### config.mk
export PLATFORM = sky130hd
export DESIGN_NAME = pipe_ctrl
export DESIGN_NICKNAME = d
export VERILOG_FILES = /design/src/rtl/pipe_ctrl.sv
export SDC_FILE = /design/constraint.sdc
export NUM_CORES = 1
export LEC_CHECK = 0
export BUFFER_PORTS_ARGS = -buffer_cell sky130_fd_sc_hd__buf_2
export CAP_MARGIN = 10
export CORE_MARGIN = 2
export CORE_UTILIZATION = 48
export DETAILED_ROUTE_END_ITERATION = 16
export HOLD_SLACK_MARGIN = 0.12
export PLACE_DENSITY = 0.81
export RECOVER_POWER = 50
export SLEW_MARGIN = 30
export SYNTH_ARGS = -nofsm -noshare
export SYNTH_HDL_FRONTEND = slang
export SYNTH_SLANG_ARGS = --single-unit
### constraint.sdc
create_clock -name clk -period 2.2 [get_ports clk]
set_input_delay 0 -clock clk [delete_from_list [all_inputs] [get_ports clk]]
set_output_delay 0 -clock clk [all_outputs]
set_load 0.01 [all_outputs]
### src/rtl/pipe_ctrl.sv
// pipe_ctrl: pipeline hazard and data-memory wait controller.
// Resolves memory-wait holds, taken-branch flushes and load-use stalls
// in priority order, with a timeout that aborts a stuck memory access.
// Optional feature macro: PIPE_CTRL_STATS_EN adds stallCycles/flushCount.
module pipe_ctrl #(
    parameter int MEM_TIMEOUT = 255,
    parameter int CNT_W       = 8     // MEM_TIMEOUT must fit below 2**CNT_W
) (
    input  logic        clk,
    input  logic        reset,
    input  logic [4:0]  idRs,
    input  logic [4:0]  idRt,
    input  logic        exMemRead,
    input  logic [4:0]  exWriteReg,
    input  logic        exBranchTaken,
    input  logic        memMemRead,
    input  logic        memMemWrite,
    input  logic        dmemReady,
    output logic        dmemReq,
    output logic        ifStall,
    output logic        idStall,
    output logic        exBubble,
    output logic        ifFlush,
    output logic        idFlush,
    output logic        memHold,
    output logic        memError,
`ifdef PIPE_CTRL_STATS_EN
    output logic [31:0] stallCycles,
    output logic [31:0] flushCount,
`endif
    output logic [1:0]  state
);

    localparam logic [1:0] S_RUN     = 2'd0;
    localparam logic [1:0] S_MEMWAIT = 2'd1;
    localparam logic [1:0] S_ABORT   = 2'd2;

    localparam logic [CNT_W-1:0] TIMEOUT_C = CNT_W'(MEM_TIMEOUT);
    localparam logic [CNT_W-1:0] ONE_C     = CNT_W'(1);

    logic [1:0]       state_reg, state_next;
    logic [CNT_W-1:0] wait_cnt_reg, wait_cnt_next;

    logic access;
    logic load_use;
    logic hold;

    assign access   = memMemRead | memMemWrite;
    // $0 is hardwired to zero, so a load targeting it never creates a hazard.
    assign load_use = exMemRead && (exWriteReg != 5'd0) &&
                      ((exWriteReg == idRs) || (exWriteReg == idRt));
    assign state    = state_reg;

    // Next-state, wait counter and all control outputs; reset forces outputs low.
    always_comb begin
        state_next    = state_reg;
        wait_cnt_next = wait_cnt_reg;
        hold          = 1'b0;
        dmemReq       = 1'b0;
        ifStall       = 1'b0;
        idStall       = 1'b0;
        exBubble      = 1'b0;
        ifFlush       = 1'b0;
        idFlush       = 1'b0;
        memHold       = 1'b0;
        memError      = 1'b0;
        if (!reset) begin
            case (state_reg)
                S_RUN: begin
                    dmemReq = access;
                    if (access && !dmemReady) begin
                        hold          = 1'b1;
                        state_next    = S_MEMWAIT;
                        wait_cnt_next = ONE_C;
                    end
                end
                S_MEMWAIT: begin
                    dmemReq = access;
                    if (dmemReady) begin
                        state_next    = S_RUN;
                        wait_cnt_next = '0;
                    end else begin
                        hold = 1'b1;
                        if (wait_cnt_reg == TIMEOUT_C) begin
                            state_next    = S_ABORT;
                            wait_cnt_next = '0;
                        end else if (wait_cnt_reg < TIMEOUT_C) begin
                            wait_cnt_next = wait_cnt_reg + ONE_C;
                        end
                    end
                end
                S_ABORT: begin
                    // Drop the faulted access and squash everything younger.
                    memError      = 1'b1;
                    ifFlush       = 1'b1;
                    idFlush       = 1'b1;
                    exBubble      = 1'b1;
                    state_next    = S_RUN;
                    wait_cnt_next = '0;
                end
                default: begin
                    state_next    = S_RUN;
                    wait_cnt_next = '0;
                end
            endcase

            // Hold wins; a held branch or load-use stays in place and is
            // acted on in the first unheld cycle.
            if (state_reg != S_ABORT) begin
                if (hold) begin
                    memHold = 1'b1;
                    ifStall = 1'b1;
                    idStall = 1'b1;
                end else if (exBranchTaken) begin
                    ifFlush = 1'b1;
                    idFlush = 1'b1;
                end else if (load_use) begin
                    ifStall  = 1'b1;
                    idStall  = 1'b1;
                    exBubble = 1'b1;
                end
            end
        end
    end

    // Controller state and wait counter registers.
    always_ff @(posedge clk) begin
        if (reset) begin
            state_reg    <= S_RUN;
            wait_cnt_reg <= '0;
        end else begin
            state_reg    <= state_next;
            wait_cnt_reg <= wait_cnt_next;
        end
    end

`ifdef PIPE_CTRL_STATS_EN
    logic [31:0] stall_cycles_reg;
    logic [31:0] flush_count_reg;

    assign stallCycles = stall_cycles_reg;
    assign flushCount  = flush_count_reg;

    // Free-running statistics; both wrap naturally at 2**32.
    always_ff @(posedge clk) begin
        if (reset) begin
            stall_cycles_reg <= '0;
            flush_count_reg  <= '0;
        end else begin
            if (ifStall || memHold) stall_cycles_reg <= stall_cycles_reg + 32'd1;
            if (ifFlush)            flush_count_reg  <= flush_count_reg + 32'd1;
        end
    end
`endif

endmodule
==> impl_metrics.csv, run 1 <==
group,metric,value,unit
setup_path,crit_fanout,14,
sta,slew_headroom,0.620,
power_and_ir_drop,max-vdd-ir-drop,0.369,mV
sta,period_share,0.798,
placement,dp_hpwl,1.36,mm
cells_and_area,antenna_cells,0,
power_and_ir_drop,p_leak,0.000381,uW
sta,setup_viol_count_final,0,
outcome,status,"finished, final reports clean",
clock_tree,cts-root-buf,"clkbuf_4",
setup_path,timing.rr.end,"wait_cnt_reg[7]",
die,fp.dieH,41.9,um
global_routing,grt_antenna_before_repair,0,
die,ioPinCount,32,
clock_tree,clk_path_buf_depth,2,
synth,syn_nets,113,
worst_hold_path,hold_path_class,"in2reg",
setup_path,rrSetupSlack,560,ps
global_routing,grt_pass1_wl,2.80,mm
setup_path,path_class,"in2out",
setup_path,arrival,1760,ps
worst_hold_path,whs_endpoint,"state[0]",
clock_tree,cts.sink_count,10,
clock_tree,cts_tree,"done",
synth,synth_top_area_cell,"dfxtp_1",
synth,netlist_area,691,um2
clock_tree,cts_buffers,3,
synth,netlist-cell-type-count,31,
setup_path,crit_path_end_kind,"output port",
synth,yosysTopAreaCellShare,0.290,
synth,ys_ff_latch,10,
detailed_routing,first_pass_iters,4,
power_and_ir_drop,powerDensity,514,nW/um2
detailed_routing,drc,0,
placement,routabilityCongestion,0.858,
detailed_routing,ant_nets,0,
worst_hold_path,hp-start,"memMemRead",
clock_tree,clkTransAtPathRegs,70,ps
detailed_routing,wirelength,1.72,mm
global_routing,grt_usage,0.204,
sta,hold_viol,0,
global_routing,grt_pass1_vias,694,
worst_hold_path,hold_depth,4,
detailed_routing,viasPerCell,5.60,
setup_path,reg2reg_from,"wait_cnt_reg[0]",
die,die-width,41.9,um
die,core,1320,um2
sta,fin_crit,1760,ps
die,start_util,0.524,
clock_tree,clock_latency,270,ps
synth,yosysSeqAreaShare,0.290,
synth,syn-instance-count,90,
die,rows,13,
cells_and_area,syn2layout_area_growth,29.5,%
setup_path,cp.required,2200,ps
sta,fin_skew,2.49,ps
sta,fin_tns_setup,0,ps
sta,tightest_slew,555,ps
placement,port_buffers,31,
setup_path,worst-r2r-cell-count,5,
synth,yosys_warnings,0,
cells_and_area,largest_reg_flops,8,
synth,syn_area_per_cell,7.67,um2
die,die_area,1760,um2
detailed_routing,wire_per_inst,12.3,um
cells_and_area,fin_nets,148,
cells_and_area,layout.cells.non_filler,139,
clock_tree,htreeDepth,1,
global_routing,grt_start_max_net_pins,15,
placement,dp.cells,133,
detailed_routing,via_count,779,
flow_run,maxCapViolations,0,
sta,fmax,569,MHz
cells_and_area,drive_above_1_share,0.250,
global_routing,grt.overflow.total,0,
setup_path,startpoint_type,"input pin",
clock_tree,ctsResizeCount,0,
detailed_routing,drt-initial-drc-count,29,
sta,rsz0062_at_grt,"false",
synth,synthTopCellsByArea,"dfxtp_1 (29%), xor2_1 (13%), nor2_1 (7.1%), nand2_1 (4.9%), a21oi_1 (4.3%)",
cells_and_area,n_fill_cell,110,
sta,slew_violations,0,
==> how the worst max path moves through the flow <==
stage / cells after the start / end / startpoint / slack [ps]
finish: 6 / idStall / reset / 440
global route: 6 / idStall / reset / 290
CTS: 6 / idStall / reset / 480
detailed placement: 5 / wait_cnt_reg[7] / wait_cnt_reg[0] / 620
global placement: 3 / wait_cnt_reg[6] / state[0] / 660
floorplan: 3 / wait_cnt_reg[6] / state[0] / 670
==> Yosys cell counts, drive strengths merged <==
| cell | instances |
|---|---|
| o21ai | 3 |
| o21ba | 1 |
| o31ai | 2 |
| nor3 | 5 |
| nand2b | 1 |
| inv | 2 |
| buf | 2 |
| or3 | 1 |
| a21o | 1 |
| nand3 | 2 |
| and3 | 1 |
| nand2 | 9 |
| o41ai | 1 |
| ha | 1 |
| clkbuf | 1 |
| nor3b | 2 |
| a21oi | 6 |
| or3b | 2 |
| dfxtp | 10 |
| xnor2 | 3 |
| o21bai | 1 |
| a2111oi | 1 |
| a211oi | 2 |
| o21a | 1 |
| or4 | 1 |
| a22oi | 2 |
| nor2 | 13 |
| xor2 | 10 |
| a31oi | 1 |
| o22ai | 2 |
==> area by class of cell <==
class	instances	area (um2)	share of cell area
Tap cell	15	18.8	0.0210
Multi-Input combinational cell	75	462	0.516
Inverter	2	7.51	0.00839
Clock buffer	4	36.3	0.0406
Timing Repair Buffer	33	170	0.190
Sequential cell	10	200	0.224
==> routing by layer <==
metal / track usage / wire, um / vias to the layer above
li1: - / - / 389
met1: 0.229 / 714 / 367
met2: 0.372 / 917 / 18
met3: 0.0261 / 53 / 5
met4: 0.0968 / 29 / 0
met5: 0 / 0 / -
==> where the power goes <==
part / leakage, uW / switching, uW / total [uW] / internal, uW
Sequential: 0.0000811 / 4.97 / 190 / 185
Clock: 0.0000210 / 66.5 / 167 / 101
Combinational: 0.000279 / 56.0 / 103 / 46.9
Total: 0.000381 / 127 / 460 / 333
==> placed cells by master (no fill, tap or decap), drive strengths merged, types with 2 or more instances in the layout <==
| master | instances |
|---|---|
| buf | 27 |
| nor2 | 13 |
| xor2 | 10 |
| dfxtp | 10 |
| nand2 | 9 |
| clkbuf | 8 |
| a21oi | 6 |
| nor3 | 5 |
| o21ai | 3 |
| xnor2 | 3 |
| nor3b | 2 |
| a22oi | 2 |
| inv | 2 |
| o22ai | 2 |
| nand3 | 2 |
| o31ai | 2 |
| or3b | 2 |
| a211oi | 2 |
| dlygate4sd3 | 2 |
==> stage by stage <==
| stage | power, uW | setup WS, ps | hold slack (ps) | area (um2) | utilization |
|---|---|---|---|---|---|
| 2_1_floorplan | 254 | 669 | 76.1 | 691 | - |
| 3_3_place_gp | 293 | 657 | 331 | 846 | 0.642 |
| 3_5_place_dp | 296 | 621 | 343 | 846 | 0.642 |
| 4_1_cts | 461 | 483 | 220 | 902 | 0.685 |
| 5_1_grt | 487 | 293 | 261 | 895 | 0.679 |
| 6_report | 460 | 444 | 243 | 895 | 0.679 |
==> cells by family after synthesis <==
family,count (synthesis),share of synthesized area
simple gates,37,0.259
xor+xnor,13,0.165
buf+inv,5,0.0380
fa+ha+maj,1,0.0181
compound gates,24,0.230
flops,10,0.290
==> worst max-delay path, stage by stage <==
cell and delay [ps]:
dlygate4sd3_1 540, buf_2 200, a2111oi_0 560, nand2_1 110, o22ai_1 170, buf_2 180
==> what timing repair did <==
action / CTS / global route
hold endpoints to repair: 6 / 0
hold buffers: 2 / 0
setup buffers: 0 / 0
Power figures use the tool's default switching activity.
==> inputs of run 2 (changes only) <==
--- a/config.mk
+++ b/config.mk
@@ -8,10 +8,10 @@
 export BUFFER_PORTS_ARGS = -buffer_cell sky130_fd_sc_hd__buf_2
 export CAP_MARGIN = 10
 export CORE_MARGIN = 2
-export CORE_UTILIZATION = 48
+export CORE_UTILIZATION = 40
 export DETAILED_ROUTE_END_ITERATION = 16
 export HOLD_SLACK_MARGIN = 0.12
-export PLACE_DENSITY = 0.81
+export PLACE_DENSITY = 0.72
 export RECOVER_POWER = 50
 export SLEW_MARGIN = 30
 export SYNTH_ARGS = -nofsm -noshare
==> constraint.sdc (replaced) <==
create_clock -name clk -period 1.4 [get_ports clk]
set_input_delay 0 -clock clk [delete_from_list [all_inputs] [get_ports clk]]
set_output_delay 0 -clock clk [all_outputs]
set_load 0.01 [all_outputs]
==> run 2 against run 1 <==
Effect of this change: the run now ends with setup timing left; clock skew up 12 ps; sequential power grew 58%; cell count up 9.4%; cell area increased by 22%; routed wire length rose by 30%; clock-buffer cell count is the same; critical path type is now reg2reg; critical endpoint is now wait_cnt_reg[3].
==> impl_metrics.csv, run 2 (synthesis gave the netlist of run 1 again) <==
group,metric,value,unit
outcome,status,"complete, but fails checks",
outcome,violations,"setup timing",
setup_path,rrSetupSlack,-4,ps
setup_path,arrival,1560,ps
placement,dp_hpwl,1.48,mm
sta,tightest_slew,583,ps
setup_path,worst-r2r-cell-count,5,
detailed_routing,ant_nets,0,
flow_run,maxCapViolations,0,
detailed_routing,wirelength,2.23,mm
global_routing,grt_antenna_before_repair,0,
sta,fin_tns_setup,-4.12,ps
die,rows,15,
die,ioPinCount,32,
worst_hold_path,hold_path_class,"in2reg",
placement,port_buffers,31,
clock_tree,cts_buffers,3,
sta,rsz0062_at_grt,"true",
setup_path,crit_path_end_kind,"flip-flop",
setup_path,cp_top_family,"compound AO/OA/AOI/OAI gates",
setup_path,worst_path_largest_cell_delay,390,ps
sta,slew_violations,0,
clock_tree,cts_tree,"done",
cells_and_area,antenna_cells,0,
die,fp.dieH,45.6,um
setup_path,path_class,"reg2reg",
detailed_routing,first_pass_iters,4,
clock_tree,cts-root-buf,"clkbuf_4",
detailed_routing,drt-initial-drc-count,9,
global_routing,grt_pass1_wl,3.25,mm
sta,period_share,1.00,
cells_and_area,largest_reg_flops,8,
cells_and_area,final_util,0.655,
setup_path,cp_cell_sequence,"ha_4 > nand3_2 > o31ai_4 > a21o_1 > nor2_1",
global_routing,grt_usage,0.217,
global_routing,grt_pass1_vias,765,
power_and_ir_drop,powerDensity,669,nW/um2
sta,fmax,712,MHz
cells_and_area,layout_common_cells,"buf_2 (31), nor2_1 (12), xor2_1 (10), buf_4 (10), nand2_1 (7)",
sta,fin_skew,14.8,ps
cells_and_area,syn2layout_area_growth,58.5,%
sta,fin_crit,1400,ps
sta,slew_headroom,0.601,
clock_tree,htreeDepth,1,
die,die_area,2080,um2
detailed_routing,via_count,852,
cells_and_area,n_fill_cell,134,
detailed_routing,drc,0,
clock_tree,clk_path_buf_depth,2,
die,start_util,0.413,
setup_path,worst-path-buf-inv,0,
worst_hold_path,hold_depth,3,
power_and_ir_drop,max-vdd-ir-drop,0.479,mV
worst_hold_path,whs_endpoint,"state[1]",
detailed_routing,viasPerCell,5.61,
clock_tree,cts.sink_count,10,
clock_tree,clkTransAtPathRegs,70,ps
power_and_ir_drop,p_leak,0.000461,uW
sta,setup_viol_count_final,1,
cells_and_area,final_common_cell,"buf_2",
die,die-width,45.6,um
worst_hold_path,hp-start,"dmemReady",
setup_path,cp.required,1550,ps
global_routing,grt.overflow.total,0,
setup_path,timing.rr.end,"wait_cnt_reg[3]",
cells_and_area,final_area,1090,um2
cells_and_area,fin_nets,159,
placement,routabilityCongestion,0.843,
global_routing,grt_start_max_net_pins,10,
sta,layout_setup_ws,-4.12,ps
clock_tree,clock_latency,280,ps
setup_path,cpMaxStageDelayCell,"dfxtp_2",
die,core,1670,um2
sta,hold_viol,0,
setup_path,crit_fanout,4,
placement,dpl_cell_area,906,um2
setup_path,reg2reg_from,"wait_cnt_reg[0]",
cells_and_area,drive_above_1_share,0.496,
setup_path,startpoint_type,"flip-flop",
detailed_routing,wire_per_inst,14.7,um
power_and_ir_drop,finalPower,732,uW
run 2: cell count changes in the layout (fill, tap and decap cells not counted), sizes merged:
cell         before  now
clkbuf            8    4
dlygate4sd3       2    1
buf              27   43
run 2: worst register-to-register path, stage by stage, from the launching register on:
cell     delay [ps]
dfxtp_2         390
ha_4            160
nand3_2         120
o31ai_4         310
a21o_1          240
nor2_1           70
run 2: metal layers:
metal	part of all wire	wire [um]	global-route usage	vias up
met4	0.022	48	0.106	0
met5	0	0	0	-
met2	0.52	1160	0.372	29
met3	0.035	77	0.0397	6
li1	-	-	-	413
met1	0.42	945	0.255	404
run 2: repair_timing:
action | CTS | global route
setup buffers | 3 | 3
gates resized for setup | 10 | 16
hold buffers | 1 | 0
pin swaps | 3 | 8
hold endpoints to repair | 6 | 0
endpoints found under the setup margin | 12 | 13
run 2: per-stage QoR:
step                      worst slack [ps]  std cells  hold WS [ps]
after floorplan                       44.1         90          68.7
after global placement                43.6        142           332
after detailed placement             -41.1        142           343
after CTS                            -17.6        150          92.5
after global routing                 -51.3        152           119
final                                -4.12        152          97.7
run 2: cell type report:
cell class / instances / area, um2 / area share
flip-flops and latches: 10 / 213 / 0.194
clock buffers: 4 / 26.3 / 0.0240
repair buffers: 44 / 263 / 0.240
inverters: 2 / 7.51 / 0.00686
multi-input cells: 75 / 564 / 0.515
well taps: 17 / 21.3 / 0.0194
run 2: worst max-delay path by stage:
stage / from / to / depth (start not counted)
2_1_floorplan: wait_cnt_reg[0] / wait_cnt_reg[7] / 5
3_3_place_gp: wait_cnt_reg[0] / wait_cnt_reg[0] / 6
3_5_place_dp: wait_cnt_reg[0] / wait_cnt_reg[0] / 6
4_1_cts: state[0] / idFlush / 6
5_1_grt: wait_cnt_reg[0] / wait_cnt_reg[0] / 6
6_report: wait_cnt_reg[0] / wait_cnt_reg[3] / 5
run 2: where the power goes:
| part | leakage (uW) | switching, uW | total (uW) | internal [uW] |
|---|---|---|---|---|
| clock network | 0.0000150 | 103 | 213 | 110 |
| registers | 0.0000843 | 10.5 | 301 | 290 |
| logic | 0.000361 | 112 | 218 | 106 |
